[src/rtl/irqm_pkg.sv]
// irqm_pkg: shared types and widths for the interrupt-driven bus mover.
// Holds the FSM state encoding, the channel-index width, the err_ch width,
// the timeout counter width and a helper for round-robin pointer wrap.
package irqm_pkg;

  // Channel indices cover up to 16 channels.
  localparam int CH_IDX_W  = 4;
  localparam int ERR_CH_W  = 4;
  localparam int TMO_CNT_W = 16;

  typedef enum logic [1:0] {
    IDLE = 2'd0,
    RD   = 2'd1,
    WAIT = 2'd2,
    WR   = 2'd3
  } irqm_state_t;

  // Index of the channel after idx, wrapping to 0 past the last channel.
  function automatic logic [CH_IDX_W-1:0] next_ch(input logic [CH_IDX_W-1:0] idx,
                                                  input int nch);
    if (int'(idx) >= nch - 1) begin
      return '0;
    end
    return idx + 1'b1;
  endfunction

endpackage

[src/rtl/irqm_arbiter.sv]
// irqm_arbiter: picks one requesting channel per cycle.
// Build option IRQM_RR_EN: when defined the search starts at ptr (the
// channel after the last grant, round-robin); when undefined the lowest
// requesting index always wins and ptr is ignored.
module irqm_arbiter
  import irqm_pkg::*;
#(
  parameter int NCH = 4
) (
  input  logic [NCH-1:0]      req,
  input  logic [CH_IDX_W-1:0] ptr,
  output logic [NCH-1:0]      grant,
  output logic [CH_IDX_W-1:0] grant_idx,
  output logic                grant_valid
);

  logic [CH_IDX_W-1:0] start;

`ifdef IRQM_RR_EN
  assign start = (int'(ptr) < NCH) ? ptr : '0;
`else
  logic unused_ptr;
  assign start      = '0;
  assign unused_ptr = ^ptr;
`endif

  // Walk the channels from start, wrapping, and take the first requester.
  always_comb begin
    int j;
    j           = 0;
    grant       = '0;
    grant_idx   = '0;
    grant_valid = 1'b0;
    for (int i = 0; i < NCH; i++) begin
      j = (int'(start) + i) % NCH;
      if (!grant_valid && req[j]) begin
        grant[j]    = 1'b1;
        grant_idx   = CH_IDX_W'(j);
        grant_valid = 1'b1;
      end
    end
  end

endmodule

[src/rtl/irq_bus_mover.sv]
// irq_bus_mover: on an interrupt edge, reads one word from the channel's
// source address, writes it to the channel's destination address, then
// pulses completion and a PC redirect to the channel's ISR vector.
// A read that never returns is abandoned after TMO_CYC wait cycles with
// an err pulse. Build option IRQM_RR_EN selects round-robin arbitration
// (default build: fixed priority, lowest channel first).
module irq_bus_mover
  import irqm_pkg::*;
#(
  parameter int          NCH        = 4,
  parameter int          AW         = 64,
  parameter int          DW         = 64,
  parameter int          TMO_CYC    = 255,
  parameter logic [63:0] VEC_BASE   = 64'd0,
  parameter int          VEC_STRIDE = 16
) (
  input  logic                clk,
  input  logic                reset,
  input  logic [NCH-1:0]      irq_req,
  input  logic [NCH-1:0]      irq_mask,
  input  logic [NCH*AW-1:0]   cfg_src_addr,
  input  logic [NCH*AW-1:0]   cfg_dst_addr,
  output logic [AW-1:0]       bus_address,
  output logic [DW-1:0]       bus_write_data,
  output logic                bus_write_enable,
  output logic                bus_read_enable,
  input  logic [DW-1:0]       bus_read_data,
  input  logic                bus_read_valid,
  output logic [NCH-1:0]      irq_done,
  output logic                redirect,
  output logic [AW-1:0]       redirect_pc,
  output logic                busy,
  output logic                err,
  output logic [ERR_CH_W-1:0] err_ch
);

  localparam logic [TMO_CNT_W-1:0] TMO_LAST = TMO_CNT_W'(TMO_CYC - 1);

  irqm_state_t state_q, state_d;

  logic [NCH-1:0]       irq_prev_q;
  logic                 armed_q;
  logic [NCH-1:0]       pending_q;
  logic [NCH-1:0]       irq_edge;
  logic [NCH-1:0]       clr_mask;
  logic [CH_IDX_W-1:0]  ch_q;
  logic [CH_IDX_W-1:0]  rr_ptr_q;
  logic [TMO_CNT_W-1:0] tmo_cnt_q;
  logic [DW-1:0]        rd_data_q;
  logic                 err_q;
  logic [ERR_CH_W-1:0]  err_ch_q;

  logic [NCH-1:0]       arb_grant;
  logic [CH_IDX_W-1:0]  arb_idx;
  logic                 arb_valid;

  logic                 take_grant;
  logic                 capture;
  logic                 timeout;
  logic                 finish;

  logic [AW-1:0]        src_sel;
  logic [AW-1:0]        dst_sel;
  logic [NCH-1:0]       ch_onehot;
  logic [63:0]          vec_full;

  // armed_q masks the first sample after reset so levels already high at
  // release are taken as the baseline rather than as edges.
  assign irq_edge = irq_req & ~irq_prev_q & {NCH{armed_q}};
  assign clr_mask = (finish || timeout) ? ch_onehot : '0;

  irqm_arbiter #(
    .NCH(NCH)
  ) u_arbiter (
    .req        (pending_q & irq_mask),
    .ptr        (rr_ptr_q),
    .grant      (arb_grant),
    .grant_idx  (arb_idx),
    .grant_valid(arb_valid)
  );

  // Look up the latched channel's addresses and one-hot code.
  always_comb begin
    src_sel   = '0;
    dst_sel   = '0;
    ch_onehot = '0;
    for (int k = 0; k < NCH; k++) begin
      if (ch_q == CH_IDX_W'(k)) begin
        src_sel      = cfg_src_addr[k*AW +: AW];
        dst_sel      = cfg_dst_addr[k*AW +: AW];
        ch_onehot[k] = 1'b1;
      end
    end
  end

  // FSM state register.
  always_ff @(posedge clk) begin
    if (reset) begin
      state_q <= IDLE;
    end else begin
      state_q <= state_d;
    end
  end

  // Next-state and bus/handshake outputs; everything is forced to 0 while
  // reset is high so nothing leaks out before the reset edge lands.
  always_comb begin
    state_d          = state_q;
    take_grant       = 1'b0;
    capture          = 1'b0;
    timeout          = 1'b0;
    finish           = 1'b0;
    bus_address      = '0;
    bus_write_data   = '0;
    bus_write_enable = 1'b0;
    bus_read_enable  = 1'b0;
    irq_done         = '0;
    redirect         = 1'b0;
    redirect_pc      = '0;
    busy             = (state_q != IDLE);
    vec_full         = VEC_BASE + (64'(ch_q) * 64'(VEC_STRIDE));

    case (state_q)
      IDLE: begin
        if (arb_valid) begin
          take_grant = 1'b1;
          state_d    = RD;
        end
      end
      RD: begin
        bus_address     = src_sel;
        bus_read_enable = 1'b1;
        state_d         = WAIT;
      end
      WAIT: begin
        if (bus_read_valid) begin
          capture = 1'b1;
          state_d = WR;
        end else if (tmo_cnt_q == TMO_LAST) begin
          timeout = 1'b1;
          state_d = IDLE;
        end
      end
      WR: begin
        bus_address      = dst_sel;
        bus_write_data   = rd_data_q;
        bus_write_enable = 1'b1;
        irq_done         = ch_onehot;
        redirect         = 1'b1;
        redirect_pc      = AW'(vec_full);
        finish           = 1'b1;
        state_d          = IDLE;
      end
      default: begin
        state_d = IDLE;
      end
    endcase

    if (reset) begin
      bus_address      = '0;
      bus_write_data   = '0;
      bus_write_enable = 1'b0;
      bus_read_enable  = 1'b0;
      irq_done         = '0;
      redirect         = 1'b0;
      redirect_pc      = '0;
      busy             = 1'b0;
    end
  end

  // Edge capture and pending bits; a new edge beats a same-cycle clear.
  always_ff @(posedge clk) begin
    if (reset) begin
      irq_prev_q <= '0;
      armed_q    <= 1'b0;
      pending_q  <= '0;
    end else begin
      irq_prev_q <= irq_req;
      armed_q    <= 1'b1;
      pending_q  <= (pending_q & ~clr_mask) | irq_edge;
    end
  end

  // Transfer context: granted channel, arbitration pointer, wait counter,
  // captured read data and the registered timeout report.
  always_ff @(posedge clk) begin
    if (reset) begin
      ch_q      <= '0;
      rr_ptr_q  <= '0;
      tmo_cnt_q <= '0;
      rd_data_q <= '0;
      err_q     <= 1'b0;
      err_ch_q  <= '0;
    end else begin
      err_q <= timeout;
      if (timeout) begin
        err_ch_q <= ERR_CH_W'(ch_q);
      end
      if (take_grant) begin
        ch_q     <= arb_idx;
        rr_ptr_q <= next_ch(arb_idx, NCH);
      end
      if (state_q == RD) begin
        tmo_cnt_q <= '0;
      end else if (state_q == WAIT) begin
        tmo_cnt_q <= tmo_cnt_q + 1'b1;
      end
      if (capture) begin
        rd_data_q <= bus_read_data;
      end
    end
  end

  assign err    = err_q && !reset;
  assign err_ch = reset ? '0 : err_ch_q;

endmodule

[config.mk]
export PLATFORM = sky130hd
export DESIGN_NAME = irq_bus_mover
export DESIGN_NICKNAME = d
export VERILOG_FILES = /design/src/rtl/irqm_pkg.sv /design/src/rtl/irqm_arbiter.sv /design/src/rtl/irq_bus_mover.sv
export SDC_FILE = /design/constraint.sdc
export NUM_CORES = 1
export LEC_CHECK = 0
export BUFFER_PORTS_ARGS = -buffer_cell sky130_fd_sc_hd__clkbuf_2
export CAP_MARGIN = 10
export CORE_AREA = 2 2 305 307
export CTS_CLUSTER_DIAMETER = 50
export DETAILED_ROUTE_END_ITERATION = 16
export DIE_AREA = 0 0 307 309
export GPL_TIMING_DRIVEN = 0
export MAX_ROUTING_LAYER = met4
export RECOVER_POWER = 25
export SETUP_SLACK_MARGIN = 0.2
export SLEW_MARGIN = 5
export SYNTH_ARGS = -nofsm -noshare
export SYNTH_HDL_FRONTEND = slang
export SYNTH_SLANG_ARGS = --single-unit
[constraint.sdc]
create_clock -name clk -period 2.4 [get_ports clk]
set_clock_uncertainty 0.2 [all_clocks]
set_input_delay 0 -clock clk [delete_from_list [all_inputs] [get_ports clk]]
set_output_delay 0 -clock clk [all_outputs]
set_load 0.02 [all_outputs]
==> results of run 1 <==
logic make-up after synthesis:
| group | after synthesis |
|---|---|
| other | 1 |
| adder cells (fa/ha/maj) | 2 |
| AO/OA/AOI/OAI | 423 |
| XOR/XNOR | 11 |
| buffers and inverters | 209 |
| multiplexers | 130 |
| flip-flops | 96 |
| AND/OR/NAND/NOR | 385 |
layer usage:
| metal | GRT usage, % |
|---|---|
| met3 | 5.32 |
| met5 | - |
| met2 | 32.7 |
| met1 | 22.2 |
| met4 | 5.35 |
metrics by stage:
stage / std cells / hold slack, ps
floorplan: 1320 / -71.8
global placement: 3233 / 25.4
detailed placement: 3234 / 30.2
CTS: 3393 / 28.0
global route: 3453 / 75.1
timing repair:
item	in CTS	in global routing
setup endpoints to repair	169	161
endpoints found under the hold margin	77	0
buffers inserted	63	20
pin swaps	92	89
resized for setup	593	223
gates cloned	8	4
hold buffers	75	0
==> run summary, run 1 <==
Run status: stopped before the end
Halt Stage: detailed routing (5_2_route)
Tool error: [ERROR DRT-0255] Maze Route cannot find path of net cfg_dst_addr[149] in worker of routeBox ( 289800 0 ) ( 307000 48300 ).
Root buffer cell: clkbuf_16
Worst_ep kind: top-level output
Hpwl dp: 78400 µm
Worst setup endpoint after the global-route repair_timing: bus_address[40]
Vias in the first global route: 13736
Post-synth top flop: dfxtp_1
Register area share after synthesis: 21.1%
Buffers on Ports: 727
Boundary Pins: 792
Most frequent cells after synthesis: 236 x nand2_1, 154 x a21oi_1, 114 x mux2i_1
GP Congestion: 0.927
Main combinational cell family by area after synthesis: compound AO/OA/AOI/OAI gates
FFs w/ async S/R, synth: 0%
Row count: 111
Total global routing overflow: 0
Cell variety after synth: 48
Tot GR Track Use: 19.3%
H-tree Lvls: 3
Synth top area share: 21.1%
Die W: 307 µm
Die height: 309 µm
Avg Cell Area, Syn: 7.23 µm²
Synth Area in Simple Gates: 19.6%
Sink Count: 96
Initial antenna violation count: 60
Post-synthesis compound-gate area fraction: 31.4%
Post-synth EDFFs: 0
Post-Place Cell Area: 14500 µm²
Gate Count Post-Synth: 1257
Fraction of the mapped netlist area in adder cells: 0.275%
Post-Place Setup Slack: -1150 ps
Yosys warning count: 0
Register bit total from synthesis: 96
Post-Syn Area: 9090 µm²
Initial core utilization: 9.95%
Global-route wire length before repair: 119000 µm
Synth area leader: dfxtp_1
Mux share of post-synthesis cell area: 14.5%
Count leader, synth: nand2_1
Largest net degree at the start of global routing: 19
CTS buffer count: 9
Clock Path Buffers: 2
Ranking of synthesized cells by area: dfxtp_1 21%, mux2i_1 13%, nand2_1 9.7%
Synth Area in XOR/XNOR: 1.06%
==> run 2: changes to the inputs <==
--- a/config.mk
+++ b/config.mk
@@ -8,13 +8,11 @@
 export BUFFER_PORTS_ARGS = -buffer_cell sky130_fd_sc_hd__clkbuf_2
 export CAP_MARGIN = 10
 export CORE_AREA = 2 2 305 307
-export CTS_CLUSTER_DIAMETER = 50
 export DETAILED_ROUTE_END_ITERATION = 16
 export DIE_AREA = 0 0 307 309
 export GPL_TIMING_DRIVEN = 0
-export MAX_ROUTING_LAYER = met4
+export PLACE_DENSITY_LB_ADDON = 0.15
 export RECOVER_POWER = 25
-export SETUP_SLACK_MARGIN = 0.2
 export SLEW_MARGIN = 5
 export SYNTH_ARGS = -nofsm -noshare
 export SYNTH_HDL_FRONTEND = slang
==> run 2 against run 1 <==
The flow now finishes, with violations (setup timing). Global-route usage fell by 2.9 points. Synthesized area did not move. Synthesized cell count did not move.
==> run summary, run 2 <==
Largest register by flop count: rd_data_q
Initial antenna violation count: 37 (-38%)
Clk Latency, worst-skew pair: 370 ps
Total global routing overflow: 0 (unchanged)
Critical path's largest stage delay: 380 ps
Vias in the first global route: 13820 (+0.61%)
Initial core utilization: 9.95% (unchanged)
Sink Count: 96 (unchanged)
CP arrival: 2300 ps
Hpwl dp: 70700 µm (-9.8%)
Fraction of the mapped netlist area in adder cells: 0.275% (unchanged)
Max reg flops: 64
Worst-Margin Slew: 1050 ps
Slew Limit Fails: 0
Synth top area share: 21.1% (unchanged)
H-tree Lvls: 3 (unchanged)
Tot GR Track Use: 16.4% (-2.9 points)
Register bit total from synthesis: 96 (unchanged)
DRC: 0
Maximum VDD drop: 0.432 mV
Clock Path Buffers: 2 (unchanged)
Avg Cell Area, Syn: 7.23 µm² (unchanged)
Critical path cell sequence: buf_12 -> nor2_4 -> buf_8 -> buf_8 -> a22oi_2 -> o22a_4 -> a211oi_4 -> clkbuf_8
Critical Path RT: 2200 ps
Post-Syn Area: 9090 µm² (unchanged)
Final setup viols: 17
Max Freq: 0.401 GHz
Reg-to-reg slack, setup: 70 ps
Boundary Pins: 792 (unchanged)
Synth Area in Simple Gates: 19.6% (unchanged)
Post-layout min period: 2500 ps
Hold path startpoint: reset
Root buffer cell: clkbuf_16
Register area share after synthesis: 21.1% (unchanged)
Endpoints failing hold: 0
Post-route antenna net violation count: 0
Cell variety after synth: 48 (unchanged)
Critical-path top delay cell: a211oi_4
Main combinational cell family by area after synthesis: compound AO/OA/AOI/OAI gates
RSZ-0062 raised after global routing: true
Yosys warning count: 0 (unchanged)
Reg clk slew, reported paths: 80 ps
Worst setup SP type: register
Most frequent cells in the layout: 673 x clkbuf_2, 232 x nand2_1, 145 x a21oi_1, 144 x buf_4, 105 x mux2i_1
Avg Vias per Cell: 3.96
Most frequent cells after synthesis: 236 x nand2_1, 154 x a21oi_1, 114 x mux2i_1
Biggest regs: rd_data_q: 64 flops, tmo_cnt_q: 16 flops
CP endpoint kind: output pin
GP Congestion: 0.851 (-8.3%)
Layout cells sized above 1: 49.4%
Worst reg2reg path endpoint: tmo_cnt_q[14]$_SDFFE_PP0P_
Die W: 307 µm (unchanged)
Largest net degree at the start of global routing: 17 (-2)
Die height: 309 µm (unchanged)
Most numerous cell on the critical path: buf_8
Worst hold path cell count: 4
Fin util: 19.3%
Iteration count of the initial detailed-routing pass: 5
Worst Hold Class: primary input to register
Count leader, synth: nand2_1
Post-synthesis compound-gate area fraction: 31.4% (unchanged)
Pwr per Cell Area: 348 nW/µm²
DRT Wirelength: 82500 µm
Synthesis-to-finish area growth: 94.4%
Fin nets: 2757
Reg2Reg Depth: 7
Crit path max fanout: 7
CTS buffer count: 9 (unchanged)
Post-synth top flop: dfxtp_1
Synth area leader: dfxtp_1
Critical R2R Launch: state_q[1]$_SDFFE_PP0P_
Relative slew slack: 30.1%
MaxCap Viol Count: 0
Post-synth EDFFs: 0 (unchanged)
Endpoint, Worst Hold: err_ch_q[1]$_SDFFE_PP0P_
Run status: finished, violations left
Mux share of post-synthesis cell area: 14.5% (unchanged)
Global-route wire length before repair: 109000 µm (-8.5%)
Row count: 111 (unchanged)
Gate Count Post-Synth: 1257 (unchanged)
FFs w/ async S/R, synth: 0% (unchanged)
Most common cell after layout, fill and taps aside: clkbuf_2
Setup WS post-layout: -96.5 ps
Die area: 94900 µm²
Critical path class: register to output pin
Core Area: 91400 µm²
Detail-routed net length per standard cell: 24.4 µm
Period utilisation layout: 104%
Violated checks: setup timing
First DRT Iteration DRCs: 738
Ranking of synthesized cells by area: dfxtp_1 21%, mux2i_1 13%, nand2_1 9.7%
Synth Area in XOR/XNOR: 1.06% (unchanged)
Buffers on Ports: 727 (unchanged)
CTS tree: done
Vias: 13368
Leak Pwr: 7.71 nW
Post-Place Setup Slack: -1420 ps (-276 ps)
run 2: power breakdown:
part / switching [mW] / internal (mW)
clock: 0.722 / 1.03
sequential: 0.0327 / 1.65
combinational: 1.48 / 1.25
total: 2.24 / 3.92
run 2: worst max path at each step:
stage,start,end,cells after the start
after detailed placement,ch_q[1]$_SDFFE_PP0P_,bus_address[8],7
final,ch_q[1]$_SDFFE_PP0P_,bus_address[42],8
after global placement,state_q[0]$_SDFFE_PP0P_,bus_address[10],7
after floorplan,ch_q[0]$_SDFFE_PP0P_,bus_address[34],6
after global routing,ch_q[1]$_SDFFE_PP0P_,bus_address[60],9
after CTS,ch_q[0]$_SDFFE_PP0P_,bus_address[10],8
run 2: area by class of cell:
| type | count | area, µm² |
|---|---|---|
| Clock inverter | 6 | 115 |
| Fill cell | 10540 | 73700 |
| Buffer | 197 | 1830 |
| Sequential cell | 96 | 1930 |
| Multi-Input combinational cell | 1015 | 6970 |
| Tap cell | 1186 | 1480 |
| Antenna cell | 15 | 37.5 |
| Timing Repair Buffer | 841 | 5040 |
| Clock buffer | 10 | 229 |
| Inverter | 8 | 30.0 |
run 2: kinds of logic (layout without fill, tap and decap cells):
logic type,Yosys count,after routing
adders and majority gates,2,2
and+or+nand+nor,385,385
muxes,130,130
AOI/OAI and AO/OA,423,423
buffers and inverters,209,1062
DFF,96,96
xor gates and xnor gates,11,11
other,1,79
run 2: metrics by stage:
| step | area, µm² | hold WS (ps) | power (mW) | setup TNS (ps) | std cells |
|---|---|---|---|---|---|
| floorplan | 9330 | -71.8 | 2.77 | 0 | 1320 |
| global placement | 14400 | 29.1 | 3.92 | -91070 | 3233 |
| detailed placement | 14400 | 31.1 | 3.93 | -91790 | 3233 |
| CTS | 17100 | 175 | 6.15 | -3780 | 3347 |
| global route | 17700 | 206 | 6.47 | -8440 | 3371 |
| finish | 17700 | 162 | 6.16 | -764 | 3374 |
run 2: critical path, delay by kind of cell, from the launching register on:
| family | cells | cell delay [ps] |
|---|---|---|
| AND/OR/NAND/NOR | 1 | 190 |
| flip-flops | 1 | 330 |
| AO/OA/AOI/OAI | 3 | 730 |
| buffers and inverters | 4 | 660 |
run 2: what timing repair did:
item                       in CTS  in global routing
hold endpoints to repair       77                  0
resized for setup             373                156
gates cloned                    1                  0
hold buffers                   75                  0
pin swaps                      22                 40
setup endpoints to repair     155                 86
buffers inserted               24                 14
run 2: layer usage:
| metal | track usage (%) | wire length [µm] | vias to the layer above |
|---|---|---|---|
| met3 | 5.28 | 6900 | 88 |
| met5 | 0 | 131 | - |
| li1 | - | - | 6348 |
| met2 | 29.1 | 40700 | 593 |
| met1 | 18.7 | 32500 | 6321 |
| met4 | 4.96 | 2310 | 18 |
(Power assumes the default switching activity.)
==> run 3: changes to the inputs <==
--- a/config.mk
+++ b/config.mk
@@ -13,7 +13,8 @@
 export GPL_TIMING_DRIVEN = 0
 export PLACE_DENSITY_LB_ADDON = 0.15
 export RECOVER_POWER = 25
-export SLEW_MARGIN = 5
+export SKIP_LAST_GASP = 1
+export SLEW_MARGIN = 20
 export SYNTH_ARGS = -nofsm -noshare
 export SYNTH_HDL_FRONTEND = slang
 export SYNTH_SLANG_ARGS = --single-unit
==> constraint.sdc (replaced) <==
create_clock -name clk -period 2.4 [get_ports clk]
set_clock_uncertainty 0.2 [all_clocks]
set_input_delay 0 -clock clk [delete_from_list [all_inputs] [get_ports clk]]
set_output_delay 0 -clock clk [all_outputs]
set_load 0.05 [all_outputs]
==> run 3 against run 2 <==
The run still ends with setup timing left. Worst hold slack got worse by 160 ps. Sequential power barely moved. Clock power fell by 15%. Clock-buffer cell count fell by 1. Via count rose by 0.93%. Critical path type unchanged. Largest power group unchanged. Highest routed layer unchanged.
==> run summary, run 3 (synthesis gave the netlist of run 2 again) <==
Tot GR Track Use: 17.4% (+1.0 points)
Run status: finished, violations left
Die height: 309 µm (unchanged)
CTS tree: done
Worst setup SP type: register
Fill cells: 10401 (-1.3%)
Critical-path top delay cell: a221oi_4
Fin util: 21.0% (+1.7 points)
Largest net degree at the start of global routing: 19 (+2)
Vias: 13492 (+0.93%)
Most numerous cell on the critical path: buf_8
Setup WS post-layout: -149 ps (-52.2 ps)
Critical R2R Launch: state_q[1]$_SDFFE_PP0P_
Initial core utilization: 9.95% (unchanged)
Relative slew slack: 33.2% (+3.2 points)
Fin nets: 2790 (+1.2%)
Reg-to-reg slack, setup: 70 ps (about the same)
Max Freq: 0.392 GHz (-2.0%)
Clock Path Buffers: 2 (unchanged)
Die W: 307 µm (unchanged)
Hpwl dp: 73200 µm (+3.6%)
Critical path's largest stage delay: 370 ps (about the same)
Dpl cells: 3233 (unchanged)
Global-route wire length before repair: 115000 µm (+5.9%)
Biggest regs: rd_data_q: 64 flops, tmo_cnt_q: 16 flops
MaxCap Viol Count: 0 (unchanged)
Post-Place Setup Slack: -1260 ps (+157 ps)
DRC: 0 (unchanged)
Worst Hold Class: primary input to register
Boundary Pins: 792 (unchanged)
Initial antenna violation count: 34 (-8.1%)
RSZ-0062 raised after global routing: true
First DRT Iteration DRCs: 588 (-20%)
Avg Vias per Cell: 3.96 (about the same)
Post-layout min period: 2550 ps (+52.2 ps)
Post-route cell area: 19200 µm² (+8.6%)
Largest register by flop count: rd_data_q
Non-filler cells, final: 3403 (+0.86%)
Worst-Margin Slew: 1000 ps (-47.7 ps)
Violated checks: setup timing
Maximum VDD drop: 0.356 mV (-18%)
Leak Pwr: 8.17 nW (+5.9%)
CTS buffer count: 9 (unchanged)
Detail-routed net length per standard cell: 25.7 µm (+5.0%)
Synthesis-to-finish area growth: 111%
Iteration count of the initial detailed-routing pass: 5 (unchanged)
Post-Place Cell Area: 14800 µm² (+2.7%)
Layout cells sized above 1: 53.0% (+3.6 points)
Worst hold path cell count: 3 (-1)
Vias in the first global route: 14505 (+5.0%)
CP endpoint kind: output pin
Reg clk slew, reported paths: 80 ps (about the same)
Core Area: 91400 µm² (unchanged)
H-tree Lvls: 3 (unchanged)
Max reg flops: 64 (unchanged)
Endpoints failing hold: 0 (unchanged)
Pwr per Cell Area: 333 nW/µm² (-4.4%)
Slew Limit Fails: 0 (unchanged)
Row count: 111 (unchanged)
Buffers on Ports: 727 (unchanged)
GP Congestion: 0.905 (+6.5%)
Fin Setup TNS: -3450 ps (-2690 ps)
DRT Wirelength: 87300 µm (+5.9%)
Endpoint, Worst Hold: irq_prev_q[2]$_SDFF_PP0_
Sink Count: 96 (unchanged)
Die area: 94900 µm² (unchanged)
Final setup viols: 50 (+33)
Root buffer cell: clkbuf_16
Hold path startpoint: reset
Post-route antenna net violation count: 0 (unchanged)
Total global routing overflow: 0 (unchanged)
Period utilisation layout: 106% (+2.2 points)
Worst reg2reg path endpoint: tmo_cnt_q[14]$_SDFFE_PP0P_
Most common cell after layout, fill and taps aside: clkbuf_2
Critical path class: register to output pin
Crit path max fanout: 6 (-1)
Reg2Reg Depth: 8 (+1)
Most frequent cells in the layout: 631 x clkbuf_2, 228 x nand2_1, 146 x a21oi_1, 107 x buf_4, 105 x mux2i_1
Critical Path RT: 2200 ps (about the same)
CP arrival: 2350 ps (+50 ps)
Clk Latency, worst-skew pair: 380 ps (about the same)
Critical path cell sequence: buf_12 -> nor2_4 -> buf_12 -> buf_8 -> buf_8 -> a22oi_2 -> o22a_1 -> a221oi_4 -> buf_8
-- run 3: how the worst max path moves through the flow --
stage | start | to | slack (ps) | cells past startpoint
after global placement | ch_q[1]$_SDFFE_PP0P_ | bus_address[32] | -1370 | 7
after detailed placement | ch_q[0]$_SDFFE_PP0P_ | bus_address[10] | -1260 | 7
final | ch_q[1]$_SDFFE_PP0P_ | bus_address[30] | -150 | 9
after floorplan | state_q[0]$_SDFFE_PP0P_ | irq_done[0] | 130 | 5
after CTS | ch_q[0]$_SDFFE_PP0P_ | bus_address[30] | -240 | 8
after global routing | ch_q[1]$_SDFFE_PP0P_ | bus_address[28] | -230 | 9
-- run 3: where the power goes --
| group | leakage (nW) | switching (mW) | internal [mW] |
|---|---|---|---|
| registers | 0.779 | 0.0329 | 1.65 |
| logic | 7.25 | 1.79 | 1.43 |
| clock network | 0.144 | 0.764 | 0.729 |
| total | 8.17 | 2.59 | 3.80 |
-- run 3: per-layer routing --
metal / vias up / global-route usage (%) / share of wire (%)
li1: 6426 / - / -
met1: 6373 / 19.9 / 40
met2: 583 / 31.7 / 50
met3: 96 / 4.77 / 7.6
met4: 14 / 4.79 / 2.6
met5: - / 0 / 0.11
-- run 3: final cells by class --
class                   instances  area (µm²)  share of cell area (%)
well taps                    1186        1480                    7.73
clock buffers                   9         225                    1.17
multi-input cells            1015        7260                    37.8
flip-flops and latches         96        1930                    10.1
repair buffers                875        6170                    32.1
inverters                       8        31.3                   0.163
diodes                         11        27.5                   0.143
clock inverters                 7        62.6                   0.326
plain buffers                 196        2000                    10.4
-- run 3: per-stage QoR --
stage / hold WS, ps / power [mW]
6_report: 6.88 / 6.39
5_1_grt: 61.1 / 6.70
4_1_cts: 47.0 / 6.41
3_5_place_dp: 29.5 / 4.22
3_3_place_gp: 26.0 / 4.21
2_1_floorplan: -71.8 / 3.01
-- run 3: critical path: cells and delay by family (launching register included) --
family | cells | cell delay, ps
compound gates | 3 | 680
buf+inv | 5 | 750
simple gates | 1 | 170
flops | 1 | 330
-- run 3: repair_timing --
item,4_1_cts,5_1_grt
gates resized for setup,549,178
hold endpoints to repair,77,0
cloned,10,2
pin swaps,73,97
setup buffers,53,12
hold buffers,75,0
endpoints found under the setup margin,156,159
==> run 4: changes to the inputs <==
--- a/config.mk
+++ b/config.mk
@@ -12,7 +12,7 @@
 export DIE_AREA = 0 0 307 309
 export GPL_TIMING_DRIVEN = 0
 export PLACE_DENSITY_LB_ADDON = 0.15
-export RECOVER_POWER = 25
+export RECOVER_POWER = 100
 export SKIP_LAST_GASP = 1
 export SLEW_MARGIN = 20
 export SYNTH_ARGS = -nofsm -noshare
==> run 4 against run 3 <==
The flow still finishes with violations (setup timing). Combinational power barely moved. Flip-flop and latch count unchanged. Worst hold slack about the same. Register-to-register slack is essentially flat. Largest power group unchanged. Via count increased by 0.18%. Cell count is essentially flat.
==> run summary, run 4 (synthesis gave the netlist of run 2 again) <==
Critical path class: register to output pin
Post-route antenna net violation count: 0 (unchanged)
Max reg flops: 64 (unchanged)
Initial core utilization: 9.95% (unchanged)
Synthesis-to-finish area growth: 110%
Max Freq: 0.392 GHz (-0.11%)
Worst setup SP type: register
Avg Vias per Cell: 3.97 (+0.12%)
Worst-Margin Slew: 1000 ps (-0.534 ps)
Clk Latency, worst-skew pair: 380 ps (about the same)
Post-layout min period: 2550 ps (+2.87 ps)
Reg-to-reg slack, setup: 80 ps (about the same)
Fill cells: 10410 (+0.087%)
CTS tree: done
Crit path max fanout: 6 (unchanged)
H-tree Lvls: 3 (unchanged)
Vias: 13516 (+0.18%)
Leak Pwr: 8.17 nW (about the same)
Critical Path RT: 2200 ps (about the same)
Tot GR Track Use: 17.4% (unchanged)
Final setup viols: 50 (unchanged)
RSZ-0062 raised after global routing: true
Violated checks: setup timing
Most common cell after layout, fill and taps aside: clkbuf_2
Clock Path Buffers: 2 (unchanged)
Reg clk slew, reported paths: 80 ps (about the same)
Hpwl dp: 73200 µm (unchanged)
CP endpoint kind: output pin
Layout cells sized above 1: 52.9% (-0.14 points)
Die height: 309 µm (unchanged)
Iteration count of the initial detailed-routing pass: 5 (unchanged)
Fin Setup TNS: -3470 ps (-23.1 ps)
Sink Count: 96 (unchanged)
First DRT Iteration DRCs: 607 (+3.2%)
Biggest regs: rd_data_q: 64 flops, tmo_cnt_q: 16 flops
Initial antenna violation count: 35 (+2.9%)
DRT Wirelength: 87300 µm (about the same)
Non-filler cells, final: 3405 (+0.059%)
Post-Place Setup Slack: -1260 ps (unchanged)
Largest net degree at the start of global routing: 19 (unchanged)
Dpl cells: 3233 (unchanged)
CP arrival: 2350 ps (about the same)
Detail-routed net length per standard cell: 25.6 µm (about the same)
Boundary Pins: 792 (unchanged)
Largest register by flop count: rd_data_q
Relative slew slack: 33.3% (+0.036 points)
Worst Hold Class: primary input to register
Maximum VDD drop: 0.356 mV (about the same)
Total global routing overflow: 0 (unchanged)
Die area: 94900 µm² (unchanged)
Row count: 111 (unchanged)
MaxCap Viol Count: 0 (unchanged)
Most frequent cells in the layout: 631 x clkbuf_2, 228 x nand2_1, 146 x a21oi_1, 108 x buf_4, 105 x mux2i_1
Vias in the first global route: 14505 (unchanged)
Core Area: 91400 µm² (unchanged)
DRC: 0 (unchanged)
Flip-flop and latch area: 1930 µm² (unchanged)
Endpoints failing hold: 0 (unchanged)
Period utilisation layout: 106% (+0.12 points)
Die W: 307 µm (unchanged)
Global-route wire length before repair: 115000 µm (unchanged)
Setup WS post-layout: -152 ps (-2.87 ps)
Run status: finished, violations left
Fin nets: 2790 (unchanged)
GP Congestion: 0.905 (unchanged)
Buffers on Ports: 727 (unchanged)
Slew Limit Fails: 0 (unchanged)
Multi-input gate area: 7250 µm² (-0.21%)
Pwr per Cell Area: 334 nW/µm² (+0.30%)
Root buffer cell: clkbuf_16
CTS buffer count: 9 (unchanged)
[run 4: path summary, 6_finish.rpt]
kind,startpoint,end,cells after the start
setup / recovery,ch_q[1]$_SDFFE_PP0P_,bus_address[35],9
hold / removal,reset,irq_prev_q[2]$_SDFF_PP0_,3
setup reg to reg,state_q[1]$_SDFFE_PP0P_,tmo_cnt_q[11]$_SDFFE_PP0P_,9
hold reg to reg,rd_data_q[37]$_SDFFE_PP0P_,rd_data_q[37]$_SDFFE_PP0P_,2
[run 4: per-stage QoR]
stage	total power [mW]	utilization (%)	hold WS, ps	cell area [µm²]
floorplan	3.01	-	-71.8	9710
detailed placement	4.22	16.2	29.5	14800
global placement	4.21	16.2	26.0	14800
finish	6.39	20.9	6.72	19100
CTS	6.41	20.5	47.0	18700
global route	6.70	20.9	61.1	19100
[run 4: routing by layer]
metal | up-vias | GRT usage (%) | part of all wire, %
met5 | - | 0 | 0.10
met4 | 14 | 4.79 | 2.4
met3 | 88 | 4.77 | 7.8
met2 | 585 | 31.7 | 50
met1 | 6398 | 19.9 | 39
li1 | 6431 | - | -
[run 4: worst max-delay path, stage by stage, from the launching register on]
cell and delay, ps:
dfxtp_2 330, buf_12 140, nor2_4 170, buf_12 170
buf_8 120, buf_8 140, a22oi_2 50, o22a_1 250
a221oi_4 380, buf_8 200
[run 4: power by group]
group | leakage [nW] | switching [mW] | total [mW] | internal, mW
clock | 0.144 | 0.767 | 1.50 | 0.729
combinational | 7.24 | 1.80 | 3.22 | 1.42
sequential | 0.779 | 0.0326 | 1.68 | 1.65
[run 4: cell type report]
cell class,count,share of cell area (%)
inverters,8,0.164
clock inverters,7,0.327
well taps,1186,7.76
plain buffers,196,10.3
repair buffers,875,32.1
diodes,13,0.170
flip-flops and latches,96,10.1
multi-input cells,1015,37.9
clock buffers,9,1.18
[run 4: repair_timing]
item / 4_1_cts / 5_1_grt
hold endpoints to repair: 77 / 0
setup endpoints to repair: 156 / 159
setup buffers: 53 / 12
gates resized for setup: 549 / 178
pin swaps: 73 / 97
gates cloned: 10 / 2
hold buffers: 75 / 0
